`config.mk`:
```
export PLATFORM = sky130hd
export DESIGN_NAME = reg_file_mp
export DESIGN_NICKNAME = d
export VERILOG_FILES = /design/src/rtl/reg_file_mp.sv
export SDC_FILE = /design/constraint.sdc
export NUM_CORES = 2
export LEC_CHECK = 0
export CORE_MARGIN = 2
export CORE_UTILIZATION = 40
export CTS_CLUSTER_DIAMETER = 100
export DETAILED_ROUTE_END_ITERATION = 10
export PLACE_DENSITY = 0.65
export SETUP_SLACK_MARGIN = 0.05
export SLEW_MARGIN = 20
export SYNTH_ARGS = -nofsm -noshare
export SYNTH_HDL_FRONTEND = slang
export SYNTH_SLANG_ARGS = --single-unit
export TNS_END_PERCENT = 1
```
`constraint.sdc`:
```
create_clock -name clock -period 45.4 [get_ports clock]
set_input_delay 4.54 -clock clock [delete_from_list [all_inputs] [get_ports clock]]
set_output_delay 4.54 -clock clock [all_outputs]
set_load 0.1 [all_outputs]
```
`src/rtl/reg_file_mp.sv`:
```
// Multi-port register file: two combinational read ports, two clocked write ports,
// r0 hardwired to zero, per-register busy scoreboard. Optional bypass: REGFILE_BYPASS_EN.
module reg_file_mp #(
    parameter int DATA_W = 32,
    parameter int ADDR_W = 5
) (
    input  logic              clock,
    input  logic              reset,
    input  logic [ADDR_W-1:0] read_reg1,
    input  logic [ADDR_W-1:0] read_reg2,
    output logic [DATA_W-1:0] read_data1,
    output logic [DATA_W-1:0] read_data2,
    output logic              read_busy1,
    output logic              read_busy2,
    input  logic [ADDR_W-1:0] write_reg_a,
    input  logic [DATA_W-1:0] write_data_a,
    input  logic              reg_write_a,
    input  logic [ADDR_W-1:0] write_reg_b,
    input  logic [DATA_W-1:0] write_data_b,
    input  logic              reg_write_b,
    input  logic              busy_set,
    input  logic [ADDR_W-1:0] busy_reg
);

    localparam int DEPTH = 1 << ADDR_W;

    logic [DATA_W-1:0] regs_r [DEPTH];
    logic [DEPTH-1:0]  busy_r;
    logic [DEPTH-1:0]  busy_next_s;

    // Returns {busy, data} for one read port; reset and r0 force zero
    function automatic logic [DATA_W:0] read_port(input logic [ADDR_W-1:0] addr);
        logic [DATA_W:0] res;
        res = {busy_r[addr], regs_r[addr]};
`ifdef REGFILE_BYPASS_EN
        // A matching write forwards its data; busy drops unless a new producer is issued
        res = (reg_write_b && (write_reg_b == addr))
            ? {(busy_set && (busy_reg == addr) && busy_r[addr]), write_data_b}
            : (reg_write_a && (write_reg_a == addr))
            ? {(busy_set && (busy_reg == addr) && busy_r[addr]), write_data_a}
            : res;
`endif
        res = (reset || (addr == {ADDR_W{1'b0}})) ? {(DATA_W+1){1'b0}} : res;
        return res;
    endfunction

    assign {read_busy1, read_data1} = read_port(read_reg1);
    assign {read_busy2, read_data2} = read_port(read_reg2);

    // Next busy state: write-back clears, a new set overrides the clear, r0 never busy
    always_comb begin
        busy_next_s = busy_r;
        for (int r = 0; r < DEPTH; r++) begin
            busy_next_s[r] = (busy_set && (busy_reg == ADDR_W'(r)) && (r != 0))
                           | (busy_r[r]
                              & ~((reg_write_a && (write_reg_a == ADDR_W'(r)))
                                | (reg_write_b && (write_reg_b == ADDR_W'(r)))));
        end
    end

    // Register storage and scoreboard; port B written last so it wins conflicts
    always_ff @(posedge clock or posedge reset) begin
        if (reset) begin
            for (int r = 0; r < DEPTH; r++) begin
                regs_r[r] <= {DATA_W{1'b0}};
            end
            busy_r <= {DEPTH{1'b0}};
        end else begin
            if (reg_write_a && (write_reg_a != {ADDR_W{1'b0}})) begin
                regs_r[write_reg_a] <= write_data_a;
            end
            if (reg_write_b && (write_reg_b != {ADDR_W{1'b0}})) begin
                regs_r[write_reg_b] <= write_data_b;
            end
            busy_r <= busy_next_s;
        end
    end

endmodule

```
=== After elaboration in Yosys (flattened, before gate mapping) ===
Index checks and enable logic that the tools add are counted.

* Bits in registers: 1056
* Input port bits: 94
* Output and inout bits: 66

* Magnitude comparators: 8
* Eq/ne operators: 93
* Multiplexer cells: 20
* Bitwise operators: 131
* Reduce and logical (&&, ||, !) cells: 107

{| class="wikitable"
|+ Operators by type and width
! cell !! number
|-
| $bwmux W1024 || 2
|-
| $mux W1024 || 2
|-
| $bmux W32 S5 || 2
|-
| $demux W32 S5 || 2
|-
| $eq A5 B5 Y1 const B || 48
|-
| $mux W32 || 6
|-
| $eq A5 B4 Y1 const B || 24
|-
| $logic_and A1 B1 Y1 || 99
|-
| $mux W33 || 2
|-
| $or A1 B1 Y1 || 63
|-
| $eq A5 B3 Y1 const B || 12
|-
| $and A1 B1 Y1 || 32
|-
| $not A1 Y1 || 32
|-
| $eq A5 B2 Y1 const B || 6
|-
| $ge A6 B6 Y1 const B || 4
|-
| $not A5 Y6 || 4
|-
| $logic_not A5 Y1 || 4
|-
| $eq A5 B1 Y1 const B || 3
|-
| $lt A5 B6 Y1 const B || 2
|-
| $lt A6 B1 Y1 const B || 2
|-
| $bmux W1 S5 || 2
|-
| $reduce_bool A5 Y1 || 2
|-
| $logic_or A1 B1 Y1 || 2
|-
| $mux W1 || 2
|}

=== Longest topological paths before layout ===
* Depth after elaboration: 9
* Depth in mapped cells: 8
* Depth with buffers taken out: 4

=== Least setup slack after synthesis ===
No wires, ideal clock.

* Path type: input-to-output
* From: input read_reg2[1]
* To: output read_data2[10]
* Arrival time: 6.530 ns
* Slack: 34.330 ns
* Stages: 7
* Buffers on the path: 3
* Cells stage by stage: buf_2 buf_4 buf_1 mux4_2 a22oi_1 nand3_1 or3_1

* Cells in the longest elaborated chain, start to end: 5

{| class="wikitable"
|+ RTL lines
! what !! RTL line !! text
|-
| from (decl) || 10 || <nowiki>input logic [ADDR_W-1:0] read_reg2,</nowiki>
|-
| $not A5 Y6 (not written as such) || 34 || <nowiki>res = {busy_r[addr], regs_r[addr]};</nowiki>
|-
| $bmux W32 S5 || 34 ||
|-
| $mux W32 (not written as such) (2 in a row) || 34 ||
|-
| $mux W33 * || 43 || <nowiki>res = (reset || (addr == {ADDR_W{1'b0}})) ? {(DATA_W+1){1'b0}} : res;</nowiki>
|-
| to (decl) || 12 || <nowiki>output logic [DATA_W-1:0] read_data2,</nowiki>
|}

Every way passes the cells marked *; elsewhere a longest branch is shown, timed or not. The select of a mux whose other input is x is not followed.

=== Worst setup path after layout ===
* From: input read_reg2[1]
* To: output read_data2[12]

Same word-level chain as after synthesis.

==> impl_metrics.env <==
export IMPL_vias_per_cell=6.635
export IMPL_cp_cell_sequence="buf_8, buf_4, buf_4, mux4_2, a22oi_1, nand3_1, or3_1, clkdlybuf4s50_1"
export IMPL_setup_viol=0
export IMPL_cp_required_ps=40860
export IMPL_start_util=0.4019
export IMPL_hold_path_class="reg -> reg"
export IMPL_powerDensity_nw_per_um2=44.81
export IMPL_grtUsageMet3=0.1239
export IMPL_use_met1=0.4205
export IMPL_synth_edf_count=0
export IMPL_ys_seq_area_frac=0.3994
export IMPL_synthTopCellsByArea="dfrtp_1 (40%), mux2i_1 (13%), mux4_2 (8.9%), mux2_2 (6.9%), a21oi_1 (5.2%)"
export IMPL_route_detailed_drc=0
export IMPL_synth_avg_cell_area_um2=9.734
export IMPL_synth_seq_cells=1056
export IMPL_cp_common_cell="buf_4"
export IMPL_ys_flop_type="dfrtp_1"
export IMPL_grt_pass1_vias=55430
export IMPL_cp_arrival_ps=9380
export IMPL_drt_initial_drc_count=9039
export IMPL_fp_dieW_um=410.7
export IMPL_fmax_mhz=71.82
export IMPL_maxCapViolCount=0
export IMPL_ys_warn_count=0
export IMPL_relSlewSlack=0.1715
export IMPL_cts_sinks=1056
export IMPL_critPathMaxFanout=69
export IMPL_drive_above_1_share=0.1778
export IMPL_critPathTopFamily="buffers and inverters"
export IMPL_slowest_delay_ps=1000
export IMPL_htreeDepth=3
export IMPL_period_share=0.3067
export IMPL_yosys_area_top_type_share=0.3994
export IMPL_syn_nets=6891
export IMPL_cts_inserted_buffers=116
export IMPL_fp_dieH_um=410.7
export IMPL_area_delta_synth_final_pct=10.16
export IMPL_post_cts_setup_buffers=0
export IMPL_synth_area_um2=66160
export IMPL_period_needed_ps=13920
export IMPL_cts_path_max_buffers=3
export IMPL_cts_tree="built"
export IMPL_grt_ovfl_total=0
export IMPL_multi_input_area_um2=36720
export IMPL_critPathCaptureType="output port"
export IMPL_wl_um=280300
export IMPL_hold_worst_slack_ps=398.4
export IMPL_grt_start_max_net_pins=106
export IMPL_met2_usage=0.4551
export IMPL_final_nets=6527
export IMPL_peakVddDrop_mv=0.04183
export IMPL_die_area_um2=168700
export IMPL_core_um2=164600
export IMPL_critPathBufInv=4
export IMPL_grt_pass1_wl_um=400700
export IMPL_synthDistinctLibCells=54
export IMPL_drv_slew=0
export IMPL_path_class="in -> out"
export IMPL_place_area_um2=68660
export IMPL_clkTransAtPathRegs_ps=70
export IMPL_worst_setup_path_start_kind="input pin"
export IMPL_final_common_cell="dfrtp_1"
export IMPL_fin_setup_tns_ps=0
export IMPL_grt_busiest_layer="met2"
export IMPL_core_rowCount=149
export IMPL_worstMarginPinSlew_ps=1243
export IMPL_fillers=15350
export IMPL_mostFrequentLayoutCells="dfrtp_1 (1056), mux2i_1 (885), nor2_1 (745), a21oi_1 (688), nand2_1 (476)"
export IMPL_rsz0062_at_grt="false"
export IMPL_hold_viol=0
export IMPL_slowest_stage="clkdlybuf4s50_1"
export IMPL_async_reset_ff_frac=1.000
export IMPL_antenna_found_initial=25
export IMPL_cts_root_buffer="clkbuf_16"
export IMPL_finClkSkew_ps=0
export IMPL_clk_latency_ps=780
export IMPL_cts_resized=0
export IMPL_gp_congestion=0.9252
export IMPL_vias=58060
export IMPL_p_leak_uw=0.03019
export IMPL_cts_hold_buf=0
export IMPL_syn_inst=6797
export IMPL_io_pins=160
export IMPL_ant_nets=0
export IMPL_status="complete, no violations"
export IMPL_final_seq_area_um2=26430
export IMPL_hpwl_um=157000
export IMPL_io_buffers=159
export IMPL_firstDrtPassIters=9
export IMPL_fin_area_um2=72890
export IMPL_synth_largest_area_cell="dfrtp_1"
export IMPL_routedWlPerCell_um=32.03
export IMPL_track_usage=0.3246
-- worst register-to-register path, cell delays in order (launching register included) --
cell and delay (ps):
dfrtp_1 460, a22oi_1 210, a21oi_1 120
-- layer usage --
layer / wire length (um) / up-vias / part of all wire
met4: 18720 / 22 / 0.067
li1: - / 23760 / -
met5: 170 / - / 0.00061
met1: 105100 / 28580 / 0.37
met3: 39840 / 1110 / 0.14
met2: 116500 / 4588 / 0.42
-- cells in the mapped netlist (140+ instances only) --
cell,number
dfrtp_1,1056
mux2i_1,885
nor2_1,749
a21oi_1,688
clkbuf_1,542
nand2_1,500
mux2_2,403
o21ai_0,385
mux4_2,260
buf_2,153
nand3_1,143
nor2b_1,143
nor3_1,140
-- state kept, by name, summed over array words and instances, names as in the netlist --
signal	cells
busy_r	32
regs_r	1024
-- layout make-up --
cell class | instances | area share
clock inverters | 46 | 0.008549
diodes | 27 | 0.0009270
well taps | 2189 | 0.03758
multi-input cells | 4934 | 0.5038
repair buffers | 323 | 0.03835
flip-flops and latches | 1056 | 0.3626
clock buffers | 174 | 0.04808
inverters | 2 | 0.0002060
-- cells by family after synthesis --
logic type | share of synthesized area
AND/OR/NAND/NOR | 0.1241
flip-flops | 0.3994
multiplexers | 0.2910
buffers and inverters | 0.05327
AO/OA/AOI/OAI | 0.1323
-- worst paths after layout --
kind	start	end	slack (ps)	cells past startpoint
hold reg to reg	regs_r[1020]$_DFF_PP0_	regs_r[1020]$_DFF_PP0_	400	0
setup reg to reg	regs_r[463]$_DFF_PP0_	regs_r[463]$_DFF_PP0_	44450	2
max in group asynchronous	reset	regs_r[365]$_DFF_PP0_	37210	8
min in group asynchronous	reset	regs_r[543]$_DFF_PP0_	4430	3
setup / recovery	read_reg2[1]	read_data2[12]	31480	8
hold / removal	regs_r[1020]$_DFF_PP0_	regs_r[1020]$_DFF_PP0_	400	0
-- power breakdown --
part / total, uW / internal [uW] / leakage, uW / switching [uW]
clock network: 1040 / 611 / 0.00205 / 432
registers: 1390 / 1190 / 0.0128 / 202
logic: 834 / 407 / 0.0153 / 427
-- stage by stage --
step,utilization,setup slack [ps],cells,power (uW)
final,0.4428,31480,8751,3266
after global routing,0.4424,31440,8730,3388
after CTS,0.4421,31580,8721,3238
after detailed placement,0.4171,31580,8501,2208
after global placement,0.4174,31610,8500,2172
after floorplan,-,10850,6797,1983
Power figures use the tool's default switching activity.
